[config.mk]
export PLATFORM = sky130hd
export DESIGN_NAME = imem_boot_loader
export DESIGN_NICKNAME = d
export VERILOG_FILES = /design/src/rtl/imem_boot_loader.sv
export SDC_FILE = /design/constraint.sdc
export NUM_CORES = 1
export LEC_CHECK = 0
export CAP_MARGIN = 25
export CORE_MARGIN = 8
export CORE_UTILIZATION = 58
export DETAILED_ROUTE_END_ITERATION = 10
export PLACE_DENSITY = 0.85
export SYNTH_ARGS = -nofsm -noshare
export SYNTH_HDL_FRONTEND = slang
export SYNTH_SLANG_ARGS = --single-unit
[constraint.sdc]
create_clock -name clk -period 6.5 [get_ports clk]
set_input_delay 1.625 -clock clk [delete_from_list [all_inputs] [get_ports clk]]
set_output_delay 1.625 -clock clk [all_outputs]
set_load 0.005 [all_outputs]
[src/rtl/imem_boot_loader.sv]
// ---------------------------------------------------------------------------
// imem_boot_loader
//
// Loads a program image into the CPU instruction memory from an 8-bit byte
// stream and holds the CPU in reset until the image has been written.
// Image format: 16-bit big-endian word count N, then N 32-bit big-endian
// words. Word k is written to instruction-memory word address k.
//
// Ports
//   clk        system clock, rising edge
//   rst        asynchronous, active-high reset
//   start      1-cycle pulse, begins a load (honoured in IDLE, DONE, ERR)
//   in_valid   stream byte on in_data is valid
//   in_data    stream byte
//   in_ready   loader accepts a byte this cycle
//   mem_we     instruction-memory write enable, 1-cycle pulse per word
//   mem_addr   instruction-memory word address
//   mem_wdata  assembled instruction word
//   cpu_rst    reset to the CPU, low only in DONE
//   busy       load in progress (LEN_HI .. WRITE)
//   done       image fully written (DONE state)
//   error      bad word count (ERR state)
//   word_cnt   words written so far in the current load
//   dbg_state  current FSM state encoding, for observation only
//
// Handshake: a byte moves when in_valid and in_ready are both high at a
// rising clock edge. in_ready is a registered function of the FSM state and
// never depends on in_valid; a source seeing in_ready low must hold its byte.
// Gaps of any length between bytes are legal.
// ---------------------------------------------------------------------------
module imem_boot_loader #(
    parameter int ADDR_W = 8
) (
    input  logic              clk,
    input  logic              rst,
    input  logic              start,
    input  logic              in_valid,
    input  logic [7:0]        in_data,
    output logic              in_ready,
    output logic              mem_we,
    output logic [ADDR_W-1:0] mem_addr,
    output logic [31:0]       mem_wdata,
    output logic              cpu_rst,
    output logic              busy,
    output logic              done,
    output logic              error,
    output logic [15:0]       word_cnt,
    output logic [2:0]        dbg_state
);

    typedef enum logic [2:0] {
        S_IDLE   = 3'd0,
        S_LEN_HI = 3'd1,
        S_LEN_LO = 3'd2,
        S_WORD   = 3'd3,
        S_WRITE  = 3'd4,
        S_DONE   = 3'd5,
        S_ERR    = 3'd6
    } state_t;

    // Memory depth in words, widened so N == DEPTH compares cleanly even
    // when ADDR_W is 16.
    localparam logic [31:0] DEPTH = 32'd1 << ADDR_W;

    state_t              state_q, state_d;
    logic [15:0]         len_q, len_d;
    logic [31:0]         word_q, word_d;
    logic [1:0]          byte_idx_q, byte_idx_d;
    logic [15:0]         word_cnt_q, word_cnt_d;
    logic                in_ready_q, in_ready_d;
    logic                mem_we_q, mem_we_d;
    logic [ADDR_W-1:0]   mem_addr_q, mem_addr_d;
    logic [31:0]         mem_wdata_q, mem_wdata_d;
    logic                cpu_rst_q, cpu_rst_d;
    logic                busy_q, busy_d;
    logic                done_q, done_d;
    logic                error_q, error_d;

    logic                xfer;
    logic [15:0]         len_new;
    logic [31:0]         word_next;
    logic [15:0]         cnt_inc;

    assign xfer      = in_valid & in_ready_q;
    assign len_new   = {len_q[15:8], in_data};
    assign word_next = {word_q[23:0], in_data};
    assign cnt_inc   = word_cnt_q + 16'd1;

    always_comb begin
        state_d     = state_q;
        len_d       = len_q;
        word_d      = word_q;
        byte_idx_d  = byte_idx_q;
        word_cnt_d  = word_cnt_q;
        mem_addr_d  = mem_addr_q;
        mem_wdata_d = mem_wdata_q;
        mem_we_d    = 1'b0;

        case (state_q)
            S_IDLE, S_DONE, S_ERR: begin
                // start wins over any byte offered here; in_ready is low so
                // nothing is consumed.
                if (start) begin
                    state_d    = S_LEN_HI;
                    word_cnt_d = 16'd0;
                    byte_idx_d = 2'd0;
                end
            end
            S_LEN_HI: begin
                if (xfer) begin
                    len_d[15:8] = in_data;
                    state_d     = S_LEN_LO;
                end
            end
            S_LEN_LO: begin
                if (xfer) begin
                    len_d = len_new;
                    if (len_new == 16'd0 || {16'd0, len_new} > DEPTH) begin
                        state_d = S_ERR;
                    end else begin
                        state_d    = S_WORD;
                        byte_idx_d = 2'd0;
                    end
                end
            end
            S_WORD: begin
                if (xfer) begin
                    // Shifting in from the bottom gives big-endian assembly:
                    // the first byte ends up in bits 31:24.
                    word_d     = word_next;
                    byte_idx_d = byte_idx_q + 2'd1;
                    if (byte_idx_q == 2'd3) begin
                        state_d     = S_WRITE;
                        mem_we_d    = 1'b1;
                        mem_addr_d  = word_cnt_q[ADDR_W-1:0];
                        mem_wdata_d = word_next;
                    end
                end
            end
            S_WRITE: begin
                word_cnt_d = cnt_inc;
                state_d    = (cnt_inc == len_q) ? S_DONE : S_WORD;
            end
            default: begin
                state_d = S_IDLE;
            end
        endcase

        // Status outputs are registered copies of the next state so they
        // line up with the state they describe.
        in_ready_d = (state_d == S_LEN_HI) || (state_d == S_LEN_LO) ||
                     (state_d == S_WORD);
        busy_d     = (state_d == S_LEN_HI) || (state_d == S_LEN_LO) ||
                     (state_d == S_WORD)   || (state_d == S_WRITE);
        done_d     = (state_d == S_DONE);
        error_d    = (state_d == S_ERR);
        cpu_rst_d  = (state_d != S_DONE);
    end

    always_ff @(posedge clk or posedge rst) begin
        if (rst) begin
            state_q     <= S_IDLE;
            len_q       <= 16'd0;
            word_q      <= 32'd0;
            byte_idx_q  <= 2'd0;
            word_cnt_q  <= 16'd0;
            in_ready_q  <= 1'b0;
            mem_we_q    <= 1'b0;
            mem_addr_q  <= '0;
            mem_wdata_q <= 32'd0;
            cpu_rst_q   <= 1'b1;
            busy_q      <= 1'b0;
            done_q      <= 1'b0;
            error_q     <= 1'b0;
        end else begin
            state_q     <= state_d;
            len_q       <= len_d;
            word_q      <= word_d;
            byte_idx_q  <= byte_idx_d;
            word_cnt_q  <= word_cnt_d;
            in_ready_q  <= in_ready_d;
            mem_we_q    <= mem_we_d;
            mem_addr_q  <= mem_addr_d;
            mem_wdata_q <= mem_wdata_d;
            cpu_rst_q   <= cpu_rst_d;
            busy_q      <= busy_d;
            done_q      <= done_d;
            error_q     <= error_d;
        end
    end

    assign in_ready  = in_ready_q;
    assign mem_we    = mem_we_q;
    assign mem_addr  = mem_addr_q;
    assign mem_wdata = mem_wdata_q;
    assign cpu_rst   = cpu_rst_q;
    assign busy      = busy_q;
    assign done      = done_q;
    assign error     = error_q;
    assign word_cnt  = word_cnt_q;
    assign dbg_state = state_q;

endmodule

==> flow_metrics.env, run 1 <==
export IMPL_vias=4116
export IMPL_synth_area_leaders="dfrtp_1 (52%), nand2_1 (15%), mux2_2 (3.5%)"
export IMPL_clkTransAtPathRegs_ns=0.11
export IMPL_dp_cells=702
export IMPL_drt_iter0_drc=235
export IMPL_synthTopCellsByCount="nand2_1 (211), dfrtp_1 (106), o21ai_0 (28)"
export IMPL_crit_type="in2reg"
export IMPL_totalPowerFinal_mw=2.05
export IMPL_fin_setup_tns_ns=0
export IMPL_grt_pass1_vias=3948
export IMPL_crit_path_cell_trace="clkdlybuf4s50_1, or4_1, o21ai_0, nor3b_1, a221o_2, o21ai_1, o21ai_1"
export IMPL_ios=77
export IMPL_cp_max_fo=5
export IMPL_synth_nets=559
export IMPL_synth_flop_cell="dfrtp_1"
export IMPL_intPower_mw=1.33
export IMPL_clock_path_buffers=2
export IMPL_setup_viol=0
export IMPL_max_freq_ghz=0.269
export IMPL_instances_no_fill=718
export IMPL_synth_edf_count=0
export IMPL_period_share_pct=57.1
export IMPL_slowest_delay_ns=0.58
export IMPL_drcViolationCount=0
export IMPL_synthCells=545
export IMPL_die_y_um=110
export IMPL_area_delta_synth_final_pct=18.4
export IMPL_grt_max_degree=67
export IMPL_clk_latency_ns=0.37
export IMPL_ant_nets=0
export IMPL_slew_headroom_pct=43.6
export IMPL_hold_viol_final=0
export IMPL_async_flop_share_pct=100
export IMPL_layout_drive_gt1_share_pct=9.02
export IMPL_power_frac_clock_pct=20.8
export IMPL_place_hpwl_mm=8.46
export IMPL_power_share_switching_pct=35.3
export IMPL_globalplace_congestion=0.881
export IMPL_clock_sinks=107
export IMPL_antenna_cells=0
export IMPL_yosys_area_top_type="dfrtp_1"
export IMPL_seq_area_frac_synth_pct=52.1
export IMPL_grt_antenna_before_repair=0
export IMPL_hold_class="reg2reg"
export IMPL_p_leak_nw=2.88
export IMPL_cts_root_buf="clkbuf_8"
export IMPL_crit_family="simple AND/OR/NAND/NOR gates"
export IMPL_vdd_drop_max_mv=0.182
export IMPL_final_net_count=619
export IMPL_wl_mm=12.0
export IMPL_maxCapViolCount=0
export IMPL_cts_tree="done"
export IMPL_path_common_cell="o21ai_1"
export IMPL_holdWs_ns=0.468
export IMPL_rsz0062_at_grt="no"
export IMPL_dr_pass1_iters=7
export IMPL_cts_setup_buffers=0
export IMPL_cp_start_kind="primary input"
export IMPL_cts_buffers=9
export IMPL_critical_path_buf_inv_count=1
export IMPL_n_fill_cell=665
export IMPL_timing_final_ws_setup_ns=2.79
export IMPL_post_cts_resized=0
export IMPL_crit_path_end_kind="flip-flop"
export IMPL_stdcell_area_um2=6090
export IMPL_syn_area_um2=5140
export IMPL_die_area_um2=12100
export IMPL_slew_viol_final=0
export IMPL_avgSynthCellArea_um2=9.43
export IMPL_io_buffers=76
export IMPL_required_ns=6.79
export IMPL_synth_distinct_cells=66
export IMPL_grt_pass1_wl_mm=19.9
export IMPL_routedWlPerCell_um=16.7
export IMPL_skew_ns=0.0110
export IMPL_period_needed_ns=3.71
export IMPL_cts_hold_buf=0
export IMPL_synth_seq_cells=107
export IMPL_powerDensity_nw_per_um2=336
export IMPL_start_util_pct=59.2
export IMPL_cp_arrival_ns=4.00
export IMPL_cp_slowest_cell="or4_1"
export IMPL_yosysMostFrequentCell="nand2_1"
export IMPL_synth_top_area_share_pct=51.6
export IMPL_die_w_um=110
export IMPL_p_switching_mw=0.722
export IMPL_cts_htree_levels=3
export IMPL_placementRows=34
export IMPL_grt_overflow_total=0
export IMPL_seqPwrFrac_pct=49.2
export IMPL_core_um2=8680
export IMPL_viasPerCell=5.73
export IMPL_dp_slack_ns=2.45
export IMPL_placed_area_um2=5880
export IMPL_fin_util_pct=70.1
export IMPL_pwr_share_comb_pct=30.0
export IMPL_status="finished clean"
export IMPL_yosys_warnings=0
export IMPL_gr_usage_all_layers_pct=20.9
export IMPL_tightest_slew_ns=0.842
[layout make-up]
type	instances	area (um2)	share of cell area (%)
inverter	6	25.0	0.411
sequential	107	2680	44.0
timing repair buffer	80	811	13.3
clock inverter	6	81.3	1.34
multi-input combinational	401	2230	36.6
tap	108	135	2.22
clock buffer	10	128	2.10
[worst register-to-register path: cells and delay by family, from the launching register on]
kind	cells	cell delay, ns
AO/OA/AOI/OAI	2	0.55
adder cells (fa/ha/maj)	1	0.41
flip-flops	1	0.58
AND/OR/NAND/NOR	3	0.80
multiplexers	1	0.38
[cell families after synthesis]
logic type	count (synthesis)	synth area share, %
fa+ha+maj	3	0.681
simple gates	288	25.9
flops	107	52.1
xor+xnor	21	3.58
mux	18	3.89
compound gates	71	9.27
buf+inv	37	4.58
[state kept, by name, summed over array words and instances, names as in the netlist]
register    flops
dbg_state       3
in_ready        1
word_q         24
busy            1
mem_wdata      32
byte_idx_q      2
len_q          16
error           1
done            1
mem_we          1
cpu_rst         1
word_cnt       16
mem_addr        8
[per-layer routing]
metal  global-route usage, %  vias to the layer above  part of all wire (%)
met5                       0                        -                     0
met4                    7.33                        0                   1.6
met3                    3.49                       17                   5.9
met2                    32.8                      135                    48
met1                    28.7                     2017                    45
li1                        -                     1947                     -
[worst paths after layout]
path / start / end / slack [ns] / depth (start not counted)
max reg2reg: word_cnt[0]$_DFFE_PP0P_ / busy$_DFF_PP0_ / 3.69 / 7
max in group asynchronous: rst / cpu_rst$_DFF_PP1_ / 3.68 / 3
max: in_data[4] / busy$_DFF_PP0_ / 2.79 / 7
min in group asynchronous: rst / mem_wdata[5]$_DFFE_PP0P_ / 1.75 / 2
min: word_q[20]$_DFFE_PP0P_ / mem_wdata[28]$_DFFE_PP0P_ / 0.47 / 2
min reg2reg: word_q[20]$_DFFE_PP0P_ / mem_wdata[28]$_DFFE_PP0P_ / 0.47 / 2
[power groups by stage]
stage                     combinational (mW)  sequential (mW)  clock (mW)
after floorplan                        0.439            0.949           0
after global placement                 0.580             1.01           0
after detailed placement               0.606             1.02           0
after CTS                              0.614             1.01       0.437
after global routing                   0.684             1.03       0.460
final                                  0.614             1.01       0.426
[layout by cell type (no fill, tap or decap), types with 3 or more instances in the layout]
cell type,instances
a21oi_1,7
a22o_1,3
a31oi_1,5
and2_1,3
and3_1,6
buf_4,3
clkbuf_8,9
clkdlybuf4s50_1,76
dfrtp_1,106
inv_1,4
inv_8,3
mux2_2,16
nand2_1,211
nand3_1,8
nand4_1,8
nor2_1,20
nor2b_1,4
nor3_1,3
o211ai_1,4
o21ai_0,28
o21ai_1,3
o31ai_1,3
xnor2_1,13
xor2_1,8
No activity file was read; power rests on OpenSTA's default activity.
==> run 2, diff against run 1 <==
--- a/config.mk
+++ b/config.mk
@@ -7,9 +7,9 @@
 export LEC_CHECK = 0
 export CAP_MARGIN = 25
 export CORE_MARGIN = 8
-export CORE_UTILIZATION = 58
+export CORE_UTILIZATION = 49
 export DETAILED_ROUTE_END_ITERATION = 10
-export PLACE_DENSITY = 0.85
+export PLACE_DENSITY = 0.76
 export SYNTH_ARGS = -nofsm -noshare
 export SYNTH_HDL_FRONTEND = slang
 export SYNTH_SLANG_ARGS = --single-unit
==> constraint.sdc (replaced) <==
create_clock -name clk -period 3.15 [get_ports clk]
set_input_delay 0.7875 -clock clk [delete_from_list [all_inputs] [get_ports clk]]
set_output_delay 0.7875 -clock clk [all_outputs]
set_load 0.005 [all_outputs]
==> flow_metrics.env, run 2 (synthesis gave the netlist of run 1 again) <==
export IMPL_grt_pass1_vias=4171
export IMPL_worstReg2RegStart="word_cnt[0]$_DFFE_PP0P_"
export IMPL_vdd_drop_max_mv=0.351
export IMPL_clock_sinks=107
export IMPL_routedWlPerCell_um=16.4
export IMPL_cp_max_fo=8
export IMPL_viasPerCell=5.42
export IMPL_period_needed_ns=2.74
export IMPL_final_common_cell="nand2_1"
export IMPL_p_leak_nw=2.95
export IMPL_cts_setup_buffers=0
export IMPL_clock_path_buffers=2
export IMPL_post_cts_resized=0
export IMPL_status="finished clean"
export IMPL_antenna_cells=0
export IMPL_clk_latency_ns=0.38
export IMPL_cts_tree="done"
export IMPL_cts_htree_levels=3
export IMPL_core_um2=10300
export IMPL_wl_mm=12.5
export IMPL_crit_type="reg2reg"
export IMPL_grt_overflow_total=0
export IMPL_cts_buffers=9
export IMPL_ant_nets=0
export IMPL_cp_start_kind="flip-flop"
export IMPL_ff2ff_setup_slack_ns=0.41
export IMPL_final_cell_mix="nand2_1 (211), dfrtp_1 (106), clkdlybuf4s50_1 (76), o21ai_0 (28), nor2_1 (20)"
export IMPL_hold_viol_final=0
export IMPL_totalPowerFinal_mw=4.26
export IMPL_place_hpwl_mm=9.07
export IMPL_die_w_um=118
export IMPL_cts_root_buf="clkbuf_8"
export IMPL_fin_setup_tns_ns=0
export IMPL_layout_drive_gt1_share_pct=11.3
export IMPL_vias=4127
export IMPL_io_buffers=76
export IMPL_die_y_um=118
export IMPL_final_net_count=635
export IMPL_tightest_slew_ns=0.769
export IMPL_use_met2_pct=29.9
export IMPL_skew_ns=0.0214
export IMPL_n_fill_cell=942
export IMPL_setup_viol=0
export IMPL_slew_headroom_pct=48.5
export IMPL_drt_iter0_drc=192
export IMPL_area_delta_synth_final_pct=21.6
export IMPL_met1_usage_pct=24.5
export IMPL_required_ns=3.45
export IMPL_drcViolationCount=0
export IMPL_max_freq_ghz=0.365
export IMPL_period_share_pct=87.0
export IMPL_grt_max_degree=33
export IMPL_crit_path_end_kind="flip-flop"
export IMPL_dr_pass1_iters=4
export IMPL_use_met3_pct=3.33
export IMPL_start_util_pct=50.0
export IMPL_powerDensity_nw_per_um2=681
export IMPL_ios=77
export IMPL_grt_pass1_wl_mm=21.5
export IMPL_gr_usage_all_layers_pct=18.6
export IMPL_startpoint="word_cnt[0]$_DFFE_PP0P_"
export IMPL_maxCapViolCount=0
export IMPL_placementRows=37
export IMPL_grt_antenna_before_repair=0
export IMPL_die_area_um2=14000
export IMPL_hold_class="reg2reg"
export IMPL_clkTransAtPathRegs_ns=0.10
export IMPL_largest_reg_flops=32
export IMPL_rsz0062_at_grt="no"
export IMPL_slew_viol_final=0
export IMPL_cp_arrival_ns=3.04
export IMPL_hold_start="word_q[20]$_DFFE_PP0P_"
export IMPL_globalplace_congestion=0.874
export IMPL_grt_busiest_layer="met2"
export IMPL_cts_hold_buf=0
==> run 2: through the flow <==
step | hold WS [ns] | cell area, um2 | util [%] | worst slack, ns | instances
CTS | 0.481 | 6250 | 60.8 | 0.435 | 762
detailed placement | 0.454 | 6040 | 58.8 | 0.154 | 746
global route | 0.501 | 6250 | 60.8 | 0.266 | 762
global placement | 0.452 | 6040 | 58.8 | 0.182 | 746
floorplan | 0.439 | 5140 | - | 0.768 | 545
finish | 0.477 | 6250 | 60.8 | 0.410 | 762
==> run 2: path summary, 6_finish.rpt <==
| path | endpoint | cells after the start |
|---|---|---|
| max | busy$_DFF_PP0_ | 7 |
| min | mem_wdata[28]$_DFFE_PP0P_ | 2 |
| max reg2reg | busy$_DFF_PP0_ | 7 |
| min reg2reg | mem_wdata[28]$_DFFE_PP0P_ | 2 |
| max in group asynchronous | word_cnt[6]$_DFFE_PP0P_ | 3 |
| min in group asynchronous | mem_wdata[20]$_DFFE_PP0P_ | 2 |
==> run 2: critical path, stage by stage (launching register included) <==
cell	delay, ns
dfrtp_1	0.53
ha_1	0.42
nand4_4	0.20
nor3_1	0.36
mux2_2	0.38
o32a_1	0.40
and4_2	0.25
o21ai_1	0.12
==> run 2: area by class of cell <==
cell class	instances	area (um2)	area share, %
Clock buffer	10	128	2.04
Inverter	6	26.3	0.420
Tap cell	136	170	2.72
Multi-Input combinational cell	401	2230	35.6
Sequential cell	107	2680	42.9
Clock inverter	6	83.8	1.34
Timing Repair Buffer	96	936	15.0
==> run 2: report_power, final <==
group / total, mW / internal (mW) / leakage (nW) / switching (mW)
Sequential: 2.09 / 1.72 / 1.42 / 0.368
Combinational: 1.29 / 0.660 / 1.43 / 0.628
Clock: 0.884 / 0.386 / 0.0993 / 0.499
==> run 2: layer usage <==
metal  vias up  share of wire [%]
met4         0                1.2
met1      2045                 46
met2        85                 49
met5         -                  0
met3        13                4.4
li1       1984                  -
